`config.mk`:
```
export PLATFORM = sky130hd
export DESIGN_NAME = mem_arbiter_flat
export DESIGN_NICKNAME = d
export VERILOG_FILES = /design/src/rtl/cpu_pkg.sv /design/src/rtl/mem_arbiter_if.sv /design/src/rtl/arb_rr2.sv /design/src/rtl/mem_arbiter.sv /design/src/flat_wrapper.sv
export SDC_FILE = /design/constraint.sdc
export NUM_CORES = 1
export LEC_CHECK = 0
export BUFFER_PORTS_ARGS = -buffer_cell sky130_fd_sc_hd__buf_2
export CELL_PAD_IN_SITES_DETAIL_PLACEMENT = 2
export CELL_PAD_IN_SITES_GLOBAL_PLACEMENT = 2
export CORE_ASPECT_RATIO = 1.2
export CORE_MARGIN = 5
export CORE_UTILIZATION = 24
export DETAILED_ROUTE_END_ITERATION = 6
export GPL_ROUTABILITY_DRIVEN = 0
export PLACE_DENSITY_LB_ADDON = 0.1
export SETUP_SLACK_MARGIN = 0.1
export SYNTH_ARGS = -nofsm -noshare
export SYNTH_HDL_FRONTEND = slang
export SYNTH_HIERARCHICAL = 1
export SYNTH_SLANG_ARGS = --single-unit
```
`constraint.sdc`:
```
create_clock -name clk -period 2.1 [get_ports clk]
set_input_delay 0.315 -clock clk [delete_from_list [all_inputs] [get_ports clk]]
set_output_delay 0.315 -clock clk [all_outputs]
set_load 0.01 [all_outputs]
```
`src/rtl/cpu_pkg.sv`:
```
// Shared constants for the fetch/data memory arbiter: FSM state encodings,
// grant encodings, default timeout and the wait-counter sizing helper.
package cpu_pkg;

  localparam logic [1:0] ST_IDLE  = 2'd0;
  localparam logic [1:0] ST_ISSUE = 2'd1;
  localparam logic [1:0] ST_RESP  = 2'd2;

  localparam logic GNT_I = 1'b0;
  localparam logic GNT_D = 1'b1;

  localparam int unsigned TIMEOUT_DEFAULT = 32'd255;

  // Bits needed to hold TIMEOUT-1 (at least one bit).
  function automatic int unsigned cnt_width(input int unsigned timeout);
    if (timeout <= 32'd2) begin
      return 32'd1;
    end else begin
      return $clog2(timeout);
    end
  endfunction

endpackage

```
`src/rtl/mem_arbiter_if.sv`:
```
// Bundle of fetch port, data port and shared memory bus seen by mem_arbiter.
// The master modport is the arbiter's view; slave is the surrounding system.
interface mem_arbiter_if #(
  parameter int XLEN = 32
) ();

  logic            i_req;
  logic [XLEN-1:0] i_addr;
  logic            i_ack;
  logic [XLEN-1:0] i_rdata;
  logic            i_err;

  logic            d_req;
  logic            d_we;
  logic [XLEN-1:0] d_addr;
  logic [XLEN-1:0] d_wdata;
  logic [3:0]      d_wstrb;
  logic            d_ack;
  logic [XLEN-1:0] d_rdata;
  logic            d_err;

  logic            mem_req;
  logic            mem_we;
  logic [XLEN-1:0] mem_addr;
  logic [XLEN-1:0] mem_wdata;
  logic [3:0]      mem_wstrb;
  logic            mem_ack;
  logic [XLEN-1:0] mem_rdata;

  modport master (
    input  i_req, i_addr, d_req, d_we, d_addr, d_wdata, d_wstrb, mem_ack, mem_rdata,
    output i_ack, i_rdata, i_err, d_ack, d_rdata, d_err,
    output mem_req, mem_we, mem_addr, mem_wdata, mem_wstrb
  );

  modport slave (
    output i_req, i_addr, d_req, d_we, d_addr, d_wdata, d_wstrb, mem_ack, mem_rdata,
    input  i_ack, i_rdata, i_err, d_ack, d_rdata, d_err,
    input  mem_req, mem_we, mem_addr, mem_wdata, mem_wstrb
  );

endinterface

```
`src/rtl/arb_rr2.sv`:
```
// Two-requester round-robin picker; req_i[0] is fetch, req_i[1] is data.
// last_grant advances only when enabled and a grant is actually made.
module arb_rr2
  import cpu_pkg::*;
(
  input  logic       clk,
  input  logic       rst,
  input  logic       en_i,
  input  logic [1:0] req_i,
  output logic       valid_o,
  output logic       gnt_o
);

  logic last_q;
  logic last_d;

  // Pick a port; on contention favour the one not granted last.
  always_comb begin
    valid_o = en_i & (req_i[0] | req_i[1]);
    if (req_i[0] && req_i[1]) begin
      gnt_o = (last_q == GNT_D) ? GNT_I : GNT_D;
    end else if (req_i[0]) begin
      gnt_o = GNT_I;
    end else begin
      gnt_o = GNT_D;
    end
    if (valid_o) begin
      last_d = gnt_o;
    end else begin
      last_d = last_q;
    end
  end

  // Reset to data so fetch wins the first contention.
  always_ff @(posedge clk) begin
    if (!rst) begin
      last_q <= GNT_D;
    end else begin
      last_q <= last_d;
    end
  end

endmodule

```
`src/rtl/mem_arbiter.sv`:
```
// Arbitrates fetch and data ports onto one single-port memory bus with one
// transaction outstanding, a bounded wait for mem_ack and a one-cycle port ack.
module mem_arbiter
  import cpu_pkg::*;
#(
  parameter int          XLEN    = 32,
  parameter int unsigned TIMEOUT = TIMEOUT_DEFAULT
) (
  input logic           clk,
  input logic           rst,
  mem_arbiter_if.master bus
);

  localparam int unsigned CW = cnt_width(TIMEOUT);
  localparam logic [CW-1:0] CNT_MAX = CW'(TIMEOUT - 32'd1);

  logic [1:0]      state_q, state_d;
  logic            grant_q, grant_d;
  logic [CW-1:0]   cnt_q, cnt_d;
  logic            mem_req_q, mem_req_d;
  logic            mem_we_q, mem_we_d;
  logic [XLEN-1:0] mem_addr_q, mem_addr_d;
  logic [XLEN-1:0] mem_wdata_q, mem_wdata_d;
  logic [3:0]      mem_wstrb_q, mem_wstrb_d;
  logic [XLEN-1:0] rdata_q, rdata_d;
  logic            err_q, err_d;
  logic            i_ack_q, i_ack_d;
  logic            d_ack_q, d_ack_d;
  logic            arb_valid_s;
  logic            arb_gnt_s;

  arb_rr2 u_arb (
    .clk     (clk),
    .rst     (rst),
    .en_i    (state_q == ST_IDLE),
    .req_i   ({bus.d_req, bus.i_req}),
    .valid_o (arb_valid_s),
    .gnt_o   (arb_gnt_s)
  );

  // Next-state logic; ack wins over a coincident timeout.
  always_comb begin
    state_d     = state_q;
    grant_d     = grant_q;
    cnt_d       = cnt_q;
    mem_req_d   = mem_req_q;
    mem_we_d    = mem_we_q;
    mem_addr_d  = mem_addr_q;
    mem_wdata_d = mem_wdata_q;
    mem_wstrb_d = mem_wstrb_q;
    rdata_d     = rdata_q;
    err_d       = err_q;
    i_ack_d     = 1'b0;
    d_ack_d     = 1'b0;
    case (state_q)
      ST_IDLE: begin
        if (arb_valid_s) begin
          grant_d   = arb_gnt_s;
          state_d   = ST_ISSUE;
          mem_req_d = 1'b1;
          cnt_d     = {CW{1'b0}};
          if (arb_gnt_s == GNT_I) begin
            mem_we_d    = 1'b0;
            mem_addr_d  = bus.i_addr;
            mem_wdata_d = {XLEN{1'b0}};
            mem_wstrb_d = 4'h0;
          end else begin
            mem_we_d    = bus.d_we;
            mem_addr_d  = bus.d_addr;
            mem_wdata_d = bus.d_wdata;
            mem_wstrb_d = bus.d_wstrb;
          end
        end else begin
          state_d = ST_IDLE;
        end
      end
      ST_ISSUE: begin
        if (bus.mem_ack || (cnt_q == CNT_MAX)) begin
          mem_req_d = 1'b0;
          state_d   = ST_RESP;
          i_ack_d   = (grant_q == GNT_I);
          d_ack_d   = (grant_q == GNT_D);
          if (bus.mem_ack) begin
            rdata_d = mem_we_q ? {XLEN{1'b0}} : bus.mem_rdata;
            err_d   = 1'b0;
          end else begin
            rdata_d = {XLEN{1'b0}};
            err_d   = 1'b1;
          end
        end else begin
          cnt_d = cnt_q + CW'(1'b1);
        end
      end
      ST_RESP: begin
        state_d = ST_IDLE;
      end
      default: begin
        state_d   = ST_IDLE;
        mem_req_d = 1'b0;
      end
    endcase
  end

  // State and output registers.
  always_ff @(posedge clk) begin
    if (!rst) begin
      state_q     <= ST_IDLE;
      grant_q     <= GNT_D;
      cnt_q       <= {CW{1'b0}};
      mem_req_q   <= 1'b0;
      mem_we_q    <= 1'b0;
      mem_addr_q  <= {XLEN{1'b0}};
      mem_wdata_q <= {XLEN{1'b0}};
      mem_wstrb_q <= 4'h0;
      rdata_q     <= {XLEN{1'b0}};
      err_q       <= 1'b0;
      i_ack_q     <= 1'b0;
      d_ack_q     <= 1'b0;
    end else begin
      state_q     <= state_d;
      grant_q     <= grant_d;
      cnt_q       <= cnt_d;
      mem_req_q   <= mem_req_d;
      mem_we_q    <= mem_we_d;
      mem_addr_q  <= mem_addr_d;
      mem_wdata_q <= mem_wdata_d;
      mem_wstrb_q <= mem_wstrb_d;
      rdata_q     <= rdata_d;
      err_q       <= err_d;
      i_ack_q     <= i_ack_d;
      d_ack_q     <= d_ack_d;
    end
  end

  assign bus.mem_req   = mem_req_q;
  assign bus.mem_we    = mem_we_q;
  assign bus.mem_addr  = mem_addr_q;
  assign bus.mem_wdata = mem_wdata_q;
  assign bus.mem_wstrb = mem_wstrb_q;
  assign bus.i_ack     = i_ack_q;
  assign bus.i_rdata   = rdata_q;
  assign bus.i_err     = err_q;
  assign bus.d_ack     = d_ack_q;
  assign bus.d_rdata   = rdata_q;
  assign bus.d_err     = err_q;

endmodule

```
`src/flat_wrapper.sv`:
```
// flat-port wrapper written by rule: the top's interface ports become plain ports
module mem_arbiter_flat import cpu_pkg::*;
#(
  parameter int          XLEN    = 32,
  parameter int unsigned TIMEOUT = TIMEOUT_DEFAULT
)
  (clk, rst, bus_i_req, bus_i_addr, bus_d_req, bus_d_we, bus_d_addr, bus_d_wdata, bus_d_wstrb, bus_mem_ack, bus_mem_rdata, bus_i_ack, bus_i_rdata, bus_i_err, bus_d_ack, bus_d_rdata, bus_d_err, bus_mem_req, bus_mem_we, bus_mem_addr, bus_mem_wdata, bus_mem_wstrb);
  mem_arbiter_if #(.XLEN(XLEN)) bus_i ();
  input logic clk;
  input logic rst;
  input wire logic [$bits(bus_i.i_req)-1:0] bus_i_req;
  input wire logic [$bits(bus_i.i_addr)-1:0] bus_i_addr;
  input wire logic [$bits(bus_i.d_req)-1:0] bus_d_req;
  input wire logic [$bits(bus_i.d_we)-1:0] bus_d_we;
  input wire logic [$bits(bus_i.d_addr)-1:0] bus_d_addr;
  input wire logic [$bits(bus_i.d_wdata)-1:0] bus_d_wdata;
  input wire logic [$bits(bus_i.d_wstrb)-1:0] bus_d_wstrb;
  input wire logic [$bits(bus_i.mem_ack)-1:0] bus_mem_ack;
  input wire logic [$bits(bus_i.mem_rdata)-1:0] bus_mem_rdata;
  output wire logic [$bits(bus_i.i_ack)-1:0] bus_i_ack;
  output wire logic [$bits(bus_i.i_rdata)-1:0] bus_i_rdata;
  output wire logic [$bits(bus_i.i_err)-1:0] bus_i_err;
  output wire logic [$bits(bus_i.d_ack)-1:0] bus_d_ack;
  output wire logic [$bits(bus_i.d_rdata)-1:0] bus_d_rdata;
  output wire logic [$bits(bus_i.d_err)-1:0] bus_d_err;
  output wire logic [$bits(bus_i.mem_req)-1:0] bus_mem_req;
  output wire logic [$bits(bus_i.mem_we)-1:0] bus_mem_we;
  output wire logic [$bits(bus_i.mem_addr)-1:0] bus_mem_addr;
  output wire logic [$bits(bus_i.mem_wdata)-1:0] bus_mem_wdata;
  output wire logic [$bits(bus_i.mem_wstrb)-1:0] bus_mem_wstrb;
  assign bus_i.i_req = bus_i_req;
  assign bus_i.i_addr = bus_i_addr;
  assign bus_i.d_req = bus_d_req;
  assign bus_i.d_we = bus_d_we;
  assign bus_i.d_addr = bus_d_addr;
  assign bus_i.d_wdata = bus_d_wdata;
  assign bus_i.d_wstrb = bus_d_wstrb;
  assign bus_i.mem_ack = bus_mem_ack;
  assign bus_i.mem_rdata = bus_mem_rdata;
  assign bus_i_ack = bus_i.i_ack;
  assign bus_i_rdata = bus_i.i_rdata;
  assign bus_i_err = bus_i.i_err;
  assign bus_d_ack = bus_i.d_ack;
  assign bus_d_rdata = bus_i.d_rdata;
  assign bus_d_err = bus_i.d_err;
  assign bus_mem_req = bus_i.mem_req;
  assign bus_mem_we = bus_i.mem_we;
  assign bus_mem_addr = bus_i.mem_addr;
  assign bus_mem_wdata = bus_i.mem_wdata;
  assign bus_mem_wstrb = bus_i.mem_wstrb;
  mem_arbiter #(.XLEN(XLEN), .TIMEOUT(TIMEOUT)) u_core (.clk(clk), .rst(rst), .bus(bus_i));
endmodule
```
Yosys cells after proc, flatten, opt, wreduce, memory -nomap -nowiden
Cells that the tools add are included.
W data, S select, Z words.

word-level totals
  register bits after elaboration = 117
  word-level logic and storage cells = 52
  input port bits = 138
  output and inout port bits = 138

cells by class
  reduce and logical (&&, ||, !) cells = 9
  $add $sub $neg = 1
  eq/ne operators = 6
  bitwise operators = 4
  multiplexer cells = 19

operators by type and width
  kind                   count
  $mux W32               4
  $mux W8                2
  $pmux W8 S2            1
  $reduce_and A3 Y1      3
  $add A8 B1 Y8 const B  1
  $eq A8 B8 Y1 const B   1
  $mux W1                8
  $mux W4                1
  $ne A2 B1 Y1 const B   2
  $pmux W2 S2            1
  $reduce_and A2 Y1      2
  $pmux W1 S3            1
  $eq A2 B1 Y1 const B   1
  $eq A2 B2 Y1 const B   1
  $logic_not A2 Y1       1
  $mux W2                1
  $ne A2 B2 Y1 const B   1
  $not A1 Y1             2
  $reduce_bool A2 Y1     1
  $and A1 B1 Y1          1
  $logic_and A1 B1 Y1    1
  $logic_or A1 B1 Y1     1
  $or A1 B1 Y1           1

Longest topological paths before layout
  depth after elaboration = 4
  gate-level depth with buffers = 7
  gate-level depth less buffers = 6

Hierarchy
The synthesis kept the hierarchy.

modules (own cells, without submodules)
  module       area an instance (um2)  instances  cells an instance  seq. area each (um2)
  mem_arbiter  4657.0                  1          490                2322.2
  arb_rr2      56.3                    1          7                  20.0

Worst setup path before layout
Ideal clock, no wire load.

  path type = flip-flop to flip-flop
  from = reg u_core.state_q[1]
  to = reg u_core.cnt_q[0]
  setup time = 0.128 ns
  slack = 0.511 ns
  required time = 1.972 ns
  period minus slack after synthesis = 1.589 ns
  path buffers = 2
  arrival time = 1.462 ns
  cell stages (with the launch flop) = 8
  cells stage by stage = dfxtp_1 > nor2_1 > o21a_1 > or3b_1 > clkbuf_1 > clkbuf_1 > nand4_1 > o31ai_1

between the ends
  word-level cells in the longest chain between the ends = 4
  elaborated cells between the ends (all ways) = 8
  those cells by class = 3 x eq/ne; 1 x mux; 1 x bitwise; 3 x reduce/logical

RTL lines
  what                          RTL line            RTL
  from (decl)                   mem_arbiter.sv:17   logic [1:0] state_q, state_d;
  from (signal assigned)        mem_arbiter.sv:120  state_q <= state_d;
  $logic_not A2 Y1              mem_arbiter.sv:35   .en_i (state_q == ST_IDLE),
  $and A1 B1 Y1                 arb_rr2.sv:19       valid_o = en_i & (req_i[0] | req_i[1]);
  named net u_core.arb_valid_s  mem_arbiter.sv:29   logic arb_valid_s;
  $ne A2 B1 Y1 (no line)        n/a
  $reduce_and A3 Y1 (no line)   n/a
  to (signal assigned)          mem_arbiter.sv:109  cnt_q <= {CW{1'b0}};
  to (signal assigned)          mem_arbiter.sv:122  cnt_q <= cnt_d;
  to (decl)                     mem_arbiter.sv:19   logic [CW-1:0] cnt_q, cnt_d;

The timed path passes the listed nets, and every way through them passes these cells.
A chain may end at the register's enable or synchronous reset.

Final worst setup path
  from = reg u_core.state_q[1]
  to = reg u_core.mem_wdata_q[24], in the netlist u_core/bus.mem_wdata[24]

between the ends
  word-level cells in the longest chain between the ends = 3

RTL lines
  what                          RTL line            RTL
  $logic_not A2 Y1              mem_arbiter.sv:35
  $and A1 B1 Y1                 arb_rr2.sv:19
  named net u_core.arb_valid_s  mem_arbiter.sv:29
  $reduce_and A2 Y1 (no line)   n/a
  to (signal assigned)          mem_arbiter.sv:113  mem_wdata_q <= {XLEN{1'b0}};
  to (signal assigned)          mem_arbiter.sv:126  mem_wdata_q <= mem_wdata_d;
  to (decl)                     mem_arbiter.sv:23   logic [XLEN-1:0] mem_wdata_q, mem_wdata_d;

The timed path passes the listed nets, and every way through them passes these cells.

==> results by group <==
Logic synthesis
  • Part of the Yosys area used for sequential elements: 49.7%
  • Syn_area_per_cell: 9.48 um^2
  • Top_reg_cell synth: dfxtp_1
  • Largest family of logic cells by synthesized area: compound AO/OA/AOI/OAI gates
  • Post-Synth XOR/XNOR Area: 0%
  • Area fraction of the dominant cell type after synthesis: 49.7%
  • Compound-Gate Fraction of Synth Area: 19.2%
  • Yosys top cell by area: dfxtp_1
  • Syn Nets: 637
  • Post-synth EDFFs: 0
  • Yosys cell types: 40
  • Adder-Cell Fraction of Synth Area: 0.531%
  • Post-Syn Area: 4710 um^2
  • Mux cell area share after synthesis: 6.80%
  • Post-synthesis cell count: 497
  • Synth area leaders: dfxtp_1 50%, mux2i_1 6.8%, a22o_1 5.9%
  • Seq cells post-synth: 117
  • Post-Synth Simple-Gate Area: 14.0%
  • Fraction of registers with async set/reset: 0%
  • Synthesis Warnings: 6

Critical path
  • FF-to-FF path depth: 6
  • FF-to-FF setup slack: 0.28 ns
  • Worst path max stage delay: 0.38 ns
  • Delay-heaviest family, CP: simple AND/OR/NAND/NOR gates
  • Worst endpoint required time: 2.44 ns
  • Crit-path cells: nor2_1, o21a_1, nor3b_2, buf_12, nand3_1, a21oi_1
  • Critical path fanouts, max: 102
  • Setup crit end kind: flop
  • Slowest-stage cell, CP: buf_12
  • CP startpoint kind: flop
  • Worst EP arrival: 2.16 ns
  • RR Startpoint: u_core/state_q[1]$_SDFFE_PN0P_
  • R2R Path End: u_core/bus.mem_wdata[24]$_SDFFE_PN0P_
  • Setup CP Type: reg2reg
  • WP buf/inv: 1

Layout
  • Multi-input logic area: 1930 um^2
  • NumNets Final: 868
  • FF+latch area: 2340 um^2
  • Most frequent cells in the layout: 275 x buf_2, 117 x dfxtp_1, 46 x a21oi_1
  • Share of layout cells above drive strength 1: 43.7%
  • Antenna fix cells: 0
  • Commonest non-fill, non-tap cell in the layout: buf_2
  • Synth-to-Final Area Change: 42.7%
  • Fill count: 2,222
  • Non-filler cells, final: 1,002

CTS
  • Setup Buffers After CTS: 0
  • H-tree depth: 4
  • Worst-path clk slew: 0.06 ns
  • CTS root buffer: clkbuf_16
  • Clk Latency, worst-skew pair: 0.41 ns
  • CTS buffer count: 17
  • Clock Sinks: 117
  • CTS resizes: 0
  • Hold Buf Count CTS: 0
  • CTS tree: done
  • Buffer depth of the longest clock path: 2

Detailed routing
  • Vias: 4,609
  • 1st-iter DRT viols: 130
  • Vias per cell: 4.60
  • WL final: 17,400 um
  • DR WL/cell: 17.4 um
  • Post-route ant nets: 0
  • DRC viols: 0
  • Drt pass-1 iters: 4

Global routing
  • First-pass GRT wire length: 26,600 um
  • Initial antenna violation count: 1
  • Total GRT Usage: 15.1%
  • Largest net degree at the start of global routing: 103
  • Gr ovfl total: 0
  • Vias in the first global route: 5,024

Timing
  • Worst-Margin Slew: 0.469 ns
  • Fmax: 0.549 GHz
  • Final slew viol count: 0
  • Final setup violation count: 0
  • Setup ws final: 0.279 ns
  • Fin crit period: 1.82 ns
  • Final Hold Viols: 0
  • Slew HR: 68.8%
  • Period utilization: 86.7%
  • Setup TNS: 0 ns
  • RSZ-0062 raised after global routing: no
  • Worst Skew: 0.0107 ns

Run status
  • Status: finished, final reports clean

Placed design
  • Pre-CTS setup slack: 0.275 ns
  • Placed cell count: 970
  • Port Buffers: 275
  • DP HPWL: 13,100 um

Worst hold path
  • Type of the worst min-delay path: in2reg
  • Hold Path Origin: bus_mem_rdata[27]
  • Worst hold path depth: 2
  • Hold Path Sink: u_core/bus.d_rdata[27]$_SDFFE_PN0P_

Floorplan
  • Initial Utilization: 24.3%
  • Die ar.: 22,600 um^2
  • Core ar.: 19,400 um^2
  • Row count: 56
  • Die X: 138 um
  • Die height: 164 um
  • Ports: 276

Run
  • Max cap viols: 0

Power and ir drop
  • P per Cell Area: 1020 nW/um^2
  • Peak supply drop: 517 uV
  • Static leakage: 3.27 nW
## registers in the layout, summed over array words and instances, names as in the netlist
signal                count
u_core/bus.i_ack          1
u_core/state_q            2
u_core/bus.d_err          1
u_core/bus.mem_wdata     32
u_core/cnt_q              8
u_core/bus.d_rdata       32
u_core/bus.mem_wstrb      4
u_core/u_arb/last_q       1
u_core/bus.mem_we         1
u_core/bus.d_ack          1
u_core/bus.mem_addr      32
u_core/grant_q            1
u_core/bus.mem_req        1
## stage by stage
stage | util [%] | hold WS, ns | total power, W | instance area (um^2)
CTS | 34.7 | 0.0923 | 0.00702 | 6730
detailed placement | 31.4 | 0.446 | 0.00389 | 6100
global placement | 31.4 | 0.437 | 0.00384 | 6100
finish | 34.7 | 0.117 | 0.00687 | 6730
floorplan | - | 0.374 | 0.00333 | 4710
global route | 34.7 | 0.0869 | 0.00725 | 6730
## worst max-delay path by stage
stage                                        start                               endpoint  slack (ns)  cells past startpoint
floorplan           u_core/state_q[1]$_SDFFE_PN0P_           u_core/cnt_q[0]$_SDFFE_PN0P_        0.51                      7
global placement    u_core/state_q[1]$_SDFFE_PN0P_           u_core/cnt_q[7]$_SDFFE_PN0P_        0.38                      6
detailed placement  u_core/state_q[0]$_SDFFE_PN0P_    u_core/bus.mem_addr[7]$_SDFFE_PN0P_        0.27                      6
CTS                 u_core/state_q[1]$_SDFFE_PN0P_   u_core/bus.mem_addr[21]$_SDFFE_PN0P_        0.27                      6
global route        u_core/state_q[0]$_SDFFE_PN0P_    u_core/bus.mem_addr[7]$_SDFFE_PN0P_        0.10                      6
finish              u_core/state_q[1]$_SDFFE_PN0P_  u_core/bus.mem_wdata[24]$_SDFFE_PN0P_        0.28                      6
## where the power goes
part / internal (W) / switching (W)
Sequential: 0.00244 / 0.000121
Combinational: 0.000498 / 0.000748
Clock: 0.00202 / 0.00105
Total: 0.00495 / 0.00192
## final cells by class
| cell class | count | share of cell area (%) |
|---|---|---|
| clock inverters | 12 | 2.64 |
| well taps | 261 | 4.86 |
| repair buffers | 284 | 22.0 |
| flip-flops and latches | 117 | 34.8 |
| inverters | 5 | 0.279 |
| multi-input cells | 303 | 28.7 |
| clock buffers | 20 | 6.64 |
## layer usage
metal	global-route usage, %	vias up	share of wire [%]
met4	3.86	2	1.1
li1	-	2207	-
met5	0	-	0.040
met3	7.30	15	9.7
met2	26.8	171	51
met1	16.0	2214	38
## logic make-up after synthesis
logic type | count (synthesis)
flops | 117
compound gates | 129
mux | 32
buf+inv | 77
simple gates | 140
fa+ha+maj | 2
## synth_stat cells (2+ instances only)
cell      instances
dfxtp_1         117
a21oi_1          46
nand3_1          44
nand2_1          41
nor2_1           35
a211oi_1         33
buf_4            33
a22o_1           32
mux2i_1          32
clkbuf_1         20
buf_2            15
a31oi_1           6
and3_1            5
buf_6             4
inv_1             4
o21a_1            3
a41oi_1           2
ha_1              2
nand2b_1          2
(Power assumes the default switching activity.)
